`src/rtl/mem_arbiter_if.sv`:
```
// Bus bundle between the CPU data port, the auxiliary requester, the arbiter and the SRAM pins.
// The slave modport is the arbiter's view; the master modport is the view of the requesters and the SRAM.
interface mem_arbiter_if;
    logic        cpu_rd;
    logic        cpu_wr;
    logic [15:0] cpu_addr;
    logic [15:0] cpu_wdata;
    logic [15:0] cpu_rdata;
    logic        cpu_busy;
    logic        cpu_ready;

    logic        aux_req;
    logic        aux_we;
    logic [15:0] aux_addr;
    logic [15:0] aux_wdata;
    logic [15:0] aux_rdata;
    logic        aux_ack;

    logic [15:0] m_addr;
    logic [15:0] m_wdata;
    logic [15:0] m_rdata;
    logic        m_ce;
    logic        m_oe;
    logic        m_we;

    modport slave (
        input  cpu_rd,
        input  cpu_wr,
        input  cpu_addr,
        input  cpu_wdata,
        output cpu_rdata,
        output cpu_busy,
        output cpu_ready,
        input  aux_req,
        input  aux_we,
        input  aux_addr,
        input  aux_wdata,
        output aux_rdata,
        output aux_ack,
        output m_addr,
        output m_wdata,
        input  m_rdata,
        output m_ce,
        output m_oe,
        output m_we
    );

    modport master (
        output cpu_rd,
        output cpu_wr,
        output cpu_addr,
        output cpu_wdata,
        input  cpu_rdata,
        input  cpu_busy,
        input  cpu_ready,
        output aux_req,
        output aux_we,
        output aux_addr,
        output aux_wdata,
        input  aux_rdata,
        input  aux_ack,
        input  m_addr,
        input  m_wdata,
        output m_rdata,
        input  m_ce,
        input  m_oe,
        input  m_we
    );
endinterface

```
`src/rtl/mem_arbiter.sv`:
```
// Round-robin arbiter sharing one single-port SRAM between the CPU data port and an auxiliary port.
// Every access is IDLE -> ACCESS (WAIT_CYCLES cycles) -> DONE, with all outputs registered.
module mem_arbiter #(
    parameter int WAIT_CYCLES = 2
) (
    input  logic          clk,
    input  logic          rst,
    mem_arbiter_if.slave  bus
);

    typedef enum logic [1:0] {
        IDLE   = 2'd0,
        ACCESS = 2'd1,
        DONE   = 2'd2
    } state_t;

    localparam logic [3:0] CNT_INIT = 4'(WAIT_CYCLES - 1);

    state_t      r_state;
    state_t      w_state_nxt;
    logic [3:0]  r_cnt;
    logic        r_grant_cpu;
    logic        r_last_cpu;
    logic        r_op_wr;
    logic        r_cpu_armed;
    logic        r_aux_armed;
    logic [15:0] r_m_addr;
    logic [15:0] r_m_wdata;
    logic [15:0] r_cpu_rdata;
    logic [15:0] r_aux_rdata;
    logic        r_busy;
    logic        r_ready;
    logic        r_ack;
    logic        r_ce;
    logic        r_oe;
    logic        r_we;

    logic        w_cpu_req;
    logic        w_cpu_vld;
    logic        w_aux_vld;
    logic        w_grant;
    logic        w_pick_cpu;
    logic        w_op_wr_nxt;
    logic        w_last_beat;
    logic        w_read_capture;

    // Request qualification, round-robin grant and next-state selection.
    always_comb begin
        w_cpu_req      = bus.cpu_rd | bus.cpu_wr;
        w_cpu_vld      = w_cpu_req & r_cpu_armed;
        w_aux_vld      = bus.aux_req & r_aux_armed;
        w_grant        = 1'b0;
        w_pick_cpu     = 1'b0;
        w_op_wr_nxt    = r_op_wr;
        w_state_nxt    = r_state;
        w_last_beat    = (r_state == ACCESS) && (r_cnt == 4'd0);
        w_read_capture = w_last_beat && !r_op_wr;

        case (r_state)
            IDLE: begin
                if (w_cpu_vld || w_aux_vld) begin
                    w_grant     = 1'b1;
                    // On a tie the port that did not win last time goes first.
                    w_pick_cpu  = w_cpu_vld && (!w_aux_vld || !r_last_cpu);
                    w_op_wr_nxt = w_pick_cpu ? bus.cpu_wr : bus.aux_we;
                    w_state_nxt = ACCESS;
                end else begin
                    w_state_nxt = IDLE;
                end
            end
            ACCESS: begin
                if (w_last_beat) begin
                    w_state_nxt = DONE;
                end else begin
                    w_state_nxt = ACCESS;
                end
            end
            DONE: begin
                w_state_nxt = IDLE;
            end
            default: begin
                w_state_nxt = IDLE;
            end
        endcase
    end

    // State register plus strobes registered from the next state.
    always_ff @(posedge clk) begin
        if (!rst) begin
            r_state <= IDLE;
            r_busy  <= 1'b0;
            r_ce    <= 1'b0;
            r_oe    <= 1'b0;
            r_we    <= 1'b0;
            r_ready <= 1'b0;
            r_ack   <= 1'b0;
            r_op_wr <= 1'b0;
        end else begin
            r_state <= w_state_nxt;
            r_busy  <= (w_state_nxt != IDLE);
            r_ce    <= (w_state_nxt == ACCESS);
            r_oe    <= (w_state_nxt == ACCESS) && !w_op_wr_nxt;
            r_we    <= (w_state_nxt == ACCESS) && w_op_wr_nxt;
            r_ready <= (w_state_nxt == DONE) && r_grant_cpu;
            r_ack   <= (w_state_nxt == DONE) && !r_grant_cpu;
            r_op_wr <= w_op_wr_nxt;
        end
    end

    // Grant bookkeeping, address/data latch and wait-state counter.
    always_ff @(posedge clk) begin
        if (!rst) begin
            r_grant_cpu <= 1'b0;
            r_last_cpu  <= 1'b0;
            r_cnt       <= 4'd0;
            r_m_addr    <= 16'h0000;
            r_m_wdata   <= 16'h0000;
        end else if (w_grant) begin
            r_grant_cpu <= w_pick_cpu;
            r_last_cpu  <= w_pick_cpu;
            r_cnt       <= CNT_INIT;
            r_m_addr    <= w_pick_cpu ? bus.cpu_addr  : bus.aux_addr;
            r_m_wdata   <= w_pick_cpu ? bus.cpu_wdata : bus.aux_wdata;
        end else if ((r_state == ACCESS) && (r_cnt != 4'd0)) begin
            r_cnt       <= r_cnt - 4'd1;
        end else begin
            r_cnt       <= r_cnt;
        end
    end

    // Read data capture on the final access beat, granted port only.
    always_ff @(posedge clk) begin
        if (!rst) begin
            r_cpu_rdata <= 16'h0000;
            r_aux_rdata <= 16'h0000;
        end else if (w_read_capture && r_grant_cpu) begin
            r_cpu_rdata <= bus.m_rdata;
        end else if (w_read_capture && !r_grant_cpu) begin
            r_aux_rdata <= bus.m_rdata;
        end else begin
            r_cpu_rdata <= r_cpu_rdata;
            r_aux_rdata <= r_aux_rdata;
        end
    end

    // A port re-arms only after its request is seen low, so a held request is served once.
    always_ff @(posedge clk) begin
        if (!rst) begin
            r_cpu_armed <= 1'b1;
            r_aux_armed <= 1'b1;
        end else begin
            if ((r_state == DONE) && r_grant_cpu) begin
                r_cpu_armed <= 1'b0;
            end else if (!w_cpu_req) begin
                r_cpu_armed <= 1'b1;
            end else begin
                r_cpu_armed <= r_cpu_armed;
            end

            if ((r_state == DONE) && !r_grant_cpu) begin
                r_aux_armed <= 1'b0;
            end else if (!bus.aux_req) begin
                r_aux_armed <= 1'b1;
            end else begin
                r_aux_armed <= r_aux_armed;
            end
        end
    end

    assign bus.cpu_rdata = r_cpu_rdata;
    assign bus.cpu_busy  = r_busy;
    assign bus.cpu_ready = r_ready;
    assign bus.aux_rdata = r_aux_rdata;
    assign bus.aux_ack   = r_ack;
    assign bus.m_addr    = r_m_addr;
    assign bus.m_wdata   = r_m_wdata;
    assign bus.m_ce      = r_ce;
    assign bus.m_oe      = r_oe;
    assign bus.m_we      = r_we;

endmodule

```
`src/flat_wrapper.sv`:
```
// flat-port wrapper written by rule: the top's interface ports become plain ports
module mem_arbiter_flat 
#(
    parameter int WAIT_CYCLES = 2
)
  (clk, rst, bus_cpu_rd, bus_cpu_wr, bus_cpu_addr, bus_cpu_wdata, bus_cpu_rdata, bus_cpu_busy, bus_cpu_ready, bus_aux_req, bus_aux_we, bus_aux_addr, bus_aux_wdata, bus_aux_rdata, bus_aux_ack, bus_m_addr, bus_m_wdata, bus_m_rdata, bus_m_ce, bus_m_oe, bus_m_we);
  mem_arbiter_if bus_i ();
  input  logic clk;
  input  logic rst;
  input wire logic [$bits(bus_i.cpu_rd)-1:0] bus_cpu_rd;
  input wire logic [$bits(bus_i.cpu_wr)-1:0] bus_cpu_wr;
  input wire logic [$bits(bus_i.cpu_addr)-1:0] bus_cpu_addr;
  input wire logic [$bits(bus_i.cpu_wdata)-1:0] bus_cpu_wdata;
  output wire logic [$bits(bus_i.cpu_rdata)-1:0] bus_cpu_rdata;
  output wire logic [$bits(bus_i.cpu_busy)-1:0] bus_cpu_busy;
  output wire logic [$bits(bus_i.cpu_ready)-1:0] bus_cpu_ready;
  input wire logic [$bits(bus_i.aux_req)-1:0] bus_aux_req;
  input wire logic [$bits(bus_i.aux_we)-1:0] bus_aux_we;
  input wire logic [$bits(bus_i.aux_addr)-1:0] bus_aux_addr;
  input wire logic [$bits(bus_i.aux_wdata)-1:0] bus_aux_wdata;
  output wire logic [$bits(bus_i.aux_rdata)-1:0] bus_aux_rdata;
  output wire logic [$bits(bus_i.aux_ack)-1:0] bus_aux_ack;
  output wire logic [$bits(bus_i.m_addr)-1:0] bus_m_addr;
  output wire logic [$bits(bus_i.m_wdata)-1:0] bus_m_wdata;
  input wire logic [$bits(bus_i.m_rdata)-1:0] bus_m_rdata;
  output wire logic [$bits(bus_i.m_ce)-1:0] bus_m_ce;
  output wire logic [$bits(bus_i.m_oe)-1:0] bus_m_oe;
  output wire logic [$bits(bus_i.m_we)-1:0] bus_m_we;
  assign bus_i.cpu_rd = bus_cpu_rd;
  assign bus_i.cpu_wr = bus_cpu_wr;
  assign bus_i.cpu_addr = bus_cpu_addr;
  assign bus_i.cpu_wdata = bus_cpu_wdata;
  assign bus_cpu_rdata = bus_i.cpu_rdata;
  assign bus_cpu_busy = bus_i.cpu_busy;
  assign bus_cpu_ready = bus_i.cpu_ready;
  assign bus_i.aux_req = bus_aux_req;
  assign bus_i.aux_we = bus_aux_we;
  assign bus_i.aux_addr = bus_aux_addr;
  assign bus_i.aux_wdata = bus_aux_wdata;
  assign bus_aux_rdata = bus_i.aux_rdata;
  assign bus_aux_ack = bus_i.aux_ack;
  assign bus_m_addr = bus_i.m_addr;
  assign bus_m_wdata = bus_i.m_wdata;
  assign bus_i.m_rdata = bus_m_rdata;
  assign bus_m_ce = bus_i.m_ce;
  assign bus_m_oe = bus_i.m_oe;
  assign bus_m_we = bus_i.m_we;
  mem_arbiter #(.WAIT_CYCLES(WAIT_CYCLES)) u_core (.clk(clk), .rst(rst), .bus(bus_i));
endmodule
```
`config.mk`:
```
export PLATFORM = sky130hd
export DESIGN_NAME = mem_arbiter_flat
export DESIGN_NICKNAME = d
export VERILOG_FILES = /design/src/rtl/mem_arbiter_if.sv /design/src/rtl/mem_arbiter.sv /design/src/flat_wrapper.sv
export SDC_FILE = /design/constraint.sdc
export NUM_CORES = 1
export LEC_CHECK = 0
export ABC_AREA = 1
export CAP_MARGIN = 20
export CORE_UTILIZATION = 43
export DETAILED_ROUTE_END_ITERATION = 8
export PLACE_DENSITY = 0.87
export SLEW_MARGIN = 10
export SYNTH_ARGS = -nofsm -noshare
export SYNTH_HDL_FRONTEND = slang
export SYNTH_SLANG_ARGS = --single-unit
```
`constraint.sdc`:
```
create_clock -name clk -period 1.85 [get_ports clk]
set_input_delay 0.37 -clock clk [delete_from_list [all_inputs] [get_ports clk]]
set_output_delay 0.37 -clock clk [all_outputs]
set_load 0.02 [all_outputs]
```
Word-level counts from Yosys, hierarchy flattened
Cells that the tools add are included.

Register bits: 80. Input bits: 86. Output and inout bits: 70. Logic and storage cells: 72.

$add $sub $neg: 1. Equality and inequality tests: 6. Mux-type cells: 18. Bitwise operators: 5. Reductions and logical operators: 25.

Operator list (number): two-way mux 16 bit (2); two-way mux 1 bit (14); logical AND 1 bit (12); equality test 2 x 1 -> 1 bit (second input constant) (2); equality test 2 bit (second input constant) (2); logical NOT 1 bit (4); logical NOT 4 bit (1); case mux 2 bit (2 select lines) (1); nonzero test 2 bit (2); nonzero test 4 bit (1); subtractor 4 x 1 -> 4 bit (second input constant) (1); bitwise AND 1 bit (2); logical NOT 2 bit (1); logical OR 1 bit (2); two-way mux 2 bit (1); != test 2 x 1 -> 1 bit (second input constant) (1); != test 2 bit (second input constant) (1); inverter 1 bit (2); AND reduction 2 bit (1); OR reduction 2 bit (1); bitwise OR 1 bit (1).

Logic depth before layout (Yosys ltp)
Depth after elaboration: 9. Mapped depth: 9. Mapped depth without buffers: 9.

Worst setup path after synthesis
OpenSTA, ideal clock, no wires.

Kind: register to register. From: reg u_core.r_cnt[0]. To: reg u_core.r_cpu_rdata[10] (netlist: u_core.bus.cpu_rdata[10]). Library setup time: 0.064 ns. Arrival time: 1.320 ns. Slack: 0.466 ns. Cell stages (with the launch flop): 10. Path buffers: 1. Period minus slack after synthesis: 1.384 ns. Cells stage by stage: dfxtp_1 inv_1 ha_1 nand3_1 nor2_4 nand2_2 nor2_4 buf_6 nor2_1 nor2_1.

Cells in the longest elaborated chain, start to end: 4.

Ends and longest elaborated chain: start, declared (RTL line mem_arbiter.sv:21) `logic [3:0] r_cnt;`; start signal, assigned (RTL line mem_arbiter.sv:125) `r_cnt <= r_cnt - 4'd1;`; start signal, assigned (RTL line mem_arbiter.sv:127) `r_cnt <= r_cnt;`; logical NOT 4 bit (RTL line mem_arbiter.sv:56) `w_last_beat = (r_state == ACCESS) && (r_cnt == 4'd0);`; logical AND 1 bit (RTL line mem_arbiter.sv:56); logical AND 1 bit (RTL line mem_arbiter.sv:57) `w_read_capture = w_last_beat && !r_op_wr;`; logical AND 1 bit (RTL line mem_arbiter.sv:136) `end else if (w_read_capture && r_grant_cpu) begin`; end signal, assigned (RTL line mem_arbiter.sv:137) `r_cpu_rdata <= bus.m_rdata;`; end signal, assigned (RTL line mem_arbiter.sv:141) `r_cpu_rdata <= r_cpu_rdata;`; end, declared (RTL line mem_arbiter.sv:29) `logic [15:0] r_cpu_rdata;`.

Every way passes these cells. A chain may end at the register's enable or synchronous reset.

Worst setup path in the final report
From: reg u_core.r_aux_rdata[13] (netlist: u_core.bus.aux_rdata[13]). To: out bus_aux_rdata[13].

RTL lines: start, declared (RTL line mem_arbiter.sv:30) `logic [15:0] r_aux_rdata;`; start signal, assigned (RTL line mem_arbiter.sv:139) `r_aux_rdata <= bus.m_rdata;`; start signal, assigned (RTL line mem_arbiter.sv:142) `r_aux_rdata <= r_aux_rdata;`; end, declared (RTL line flat_wrapper.sv:21) `output wire logic [$bits(bus_i.aux_rdata)-1:0] bus_aux_rdata;`.

No word-level cell between the ends.

==> metrics <==
outcome finished, final reports clean; DR vias about 3800; hold path cells 2; CP delay by family, top buffers and inverters; placed cell count 800; Int Pwr ~3700 µW; most frequent cells in the layout 187 x nand2_1, 155 x clkdlybuf4s50_1, 93 x inv_1; HP Class reg -> reg; fmax 0.591 GHz; master of the slowest instance on the critical path clkdlybuf4s50_1; initial antenna violation count 0; hold buffers post-CTS 0; core area between 0.008 and 0.009 mm²; total gr overflow 0; RSZ-0062 raised after global routing false; final cell count without fillers 816; H-tree Lvls 3; Async S/R FF share, synth 0%; part of the Yosys area used for sequential elements 44.0%; Final Hold Fails 0; PortBufs 155; Final nets ~800; clk_skew 0.00993 ns; reg2reg setup slack 0.26 ns; CTS tree built; period utilization 91.5%; worst path cell trace clkdlybuf4s50_1; Sw Ratio between 30% and 40%; placed cell area 0.00533 mm²; Total Wirelength 9.25 mm; Post-CTS Setup Inserts 0; n_diodes 0; clock sinks 80; cts repair resizes 0; Starting Density between 40 and 50%; wire length per cell between 10 and 15 µm; Mapped Cells 555; combinational share of power approximately a third; final setup vio count 0; num rows 33; RePlAce Congestion 0.810; CP peak stage delay between 0.6 and 0.7 ns; first-pass GRT wire length around 15 mm; Buf/Inv on CP 1; Clk Latency, worst-skew pair 0.34 ns; Layout Utilization 67.8%; die area between 0.008 and 0.009 mm²; leakage power ~0.0027 µW; critical-path maximum fanout 2; net count after synthesis about 640; DRT iter0 DRCs 109; Worst Hold Path EP u_core.bus.m_addr[1]$_SDFFE_PN0P_; die height approximately 94 µm; Final ANT Viol Nets 0; DRC 0; syn_area_per_cell around 6.6 µm²; largest net degree at the start of global routing 34; Yosys reg bits 80; Reg clk slew, reported paths 0.08 ns; Clock power frac 28.6%; PD cells between 900 and 1000 mW/mm²; ys flop type dfxtp_1; clk root buf clkbuf_8; Final Instance Area 0.00557 mm²; crit path launch type register; most common cell after layout, fill and taps aside nand2_1; io pins 156; sw power between 1500 and 2000 µW; R2R cell count 8; Slew Limit Headroom around 73%; crit path DAT 1.32 ns; All-Layer GR Usage between 20% and 30%; Final HPWL DP roughly 7.0 mm; Slew @ Worst Pin approximately 0.40 ns; peak supply drop between 0.4 and 0.5 mV; EDFF count, synth 0; Max Cap Viol 0; CTS Buf Count 9; number of global-route vias before repair about 3700; Synth-to-Final Area Change 53.1%; Horiz. Die Dim approximately 94 µm; drt via density between 4 and 5; yosys warns 0; crit path kind reg -> out; share of cells above drive strength 1 under 10%; worst reg2reg endpoint u_core.bus.aux_rdata[2]$_SDFFE_PN0P_; Pre-antenna DRT Iters 7; clock buffer depth 2; Synth Cell Area around 0.0036 mm²; fin crit period between 1.5 and 2 ns; Crit. End Element output port; share of power burned in registers 38.5%; Worst Path Required 1.48 ns; Distinct cells, synth 24; min-delay src u_core.bus.m_addr[1]$_SDFFE_PN0P_; pins over their slew limit 0; r2r startpoint u_core.r_cnt[0]$_SDFFE_PN0P_
==> layer usage <==
metal  GRT usage, %  vias to the layer above  share of wire (%)
met5              0                        -                  0
met4           11.3                        0                2.2
met3           5.91                       22                8.4
met2           37.5                      160                 48
met1           24.4                     1681                 42
li1               -                     1973                  -
==> logic make-up (layout without fill, tap and decap cells) <==
| kind of cell | after synthesis | count (layout) | share of synthesized area, % |
|---|---|---|---|
| and+or+nand+nor | 338 | 338 | 39.6 |
| buffers and inverters | 125 | 281 | 13.9 |
| DFF | 80 | 80 | 44.0 |
| AOI/OAI and AO/OA | 8 | 8 | 1.31 |
| adders and majority gates | 2 | 2 | 0.688 |
| xor gates and xnor gates | 2 | 2 | 0.482 |
==> power groups by stage <==
stage | registers [µW] | clock network, µW | logic, µW
6_report | 2080 | 1550 | 1780
5_1_grt | 2110 | 1660 | 1950
4_1_cts | 2080 | 1580 | 1800
3_5_place_dp | 2120 | 0 | 1790
3_3_place_gp | 2120 | 0 | 1740
2_1_floorplan | 2370 | 0 | 703
==> state kept, by name, summed over array words and instances, names as in the netlist <==
name	count
u_core.bus.cpu_ready	1
u_core.bus.m_wdata	16
u_core.r_last_cpu	1
u_core.bus.aux_rdata	16
u_core.bus.m_we	1
u_core.bus.aux_ack	1
u_core.r_aux_armed	1
u_core.r_cpu_armed	1
u_core.r_state	2
u_core.bus.m_ce	1
u_core.r_op_wr	1
u_core.bus.m_oe	1
u_core.r_cnt	4
u_core.bus.m_addr	16
u_core.bus.cpu_rdata	16
u_core.bus.cpu_busy	1
==> metrics by stage <==
step                hold slack (ns)  total power, µW  TNS (ns)  setup slack (ns)
global placement              0.437             3850         0            0.0686
detailed placement            0.442             3910   -0.0595           -0.0243
floorplan                     0.445             3080         0             0.466
finish                        0.452             5410         0             0.158
CTS                           0.455             5450         0             0.141
global route                  0.467             5710         0            0.0913
==> worst reg2reg max path: cells and delay by family, from the launching register on <==
family | cells | cell delay, ns
adders and majority gates | 1 | 0.16
buffers and inverters | 1 | 0.11
DFF | 1 | 0.31
and+or+nand+nor | 6 | 0.96
==> cell usage after synthesis (3+ instances only) <==
library cell  number  area share [%]
inv_1             93             9.6
dfxtp_1           80              44
nor2_4             3            0.93
a21oi_1            4            0.55
buf_2             17             2.3
nand2_1          187              19
buf_1              3            0.31
nor2_1            71             7.3
clkbuf_1           5            0.52
nand4_1           32             5.5
nand3_1           38             5.2
inv_2              4            0.41
==> area by class of cell <==
type	instances	area [µm²]
multi-input cells	350	1530
flip-flops and latches	80	1600
repair buffers	167	1690
well taps	105	131
inverters	98	368
clock inverters	5	104
clock buffers	11	141
fillers	656	2650
==> how the worst max path moves through the flow <==
| stage | slack, ns | cells past startpoint | startpoint | to |
|---|---|---|---|---|
| after floorplan | 0.47 | 9 | u_core.r_cnt[0]$_SDFFE_PN0P_ | u_core.bus.cpu_rdata[10]$_SDFFE_PN0P_ |
| after global placement | 0.07 | 9 | bus_cpu_wr | u_core.bus.m_wdata[14]$_SDFFE_PN0P_ |
| after detailed placement | -0.02 | 9 | bus_cpu_wr | u_core.bus.m_wdata[15]$_SDFFE_PN0P_ |
| after CTS | 0.14 | 1 | u_core.bus.aux_rdata[13]$_SDFFE_PN0P_ | bus_aux_rdata[13] |
| after global routing | 0.09 | 8 | u_core.r_cnt[0]$_SDFFE_PN0P_ | u_core.bus.cpu_rdata[5]$_SDFFE_PN0P_ |
| final | 0.16 | 1 | u_core.bus.aux_rdata[13]$_SDFFE_PN0P_ | bus_aux_rdata[13] |
(Power assumes the default switching activity.)
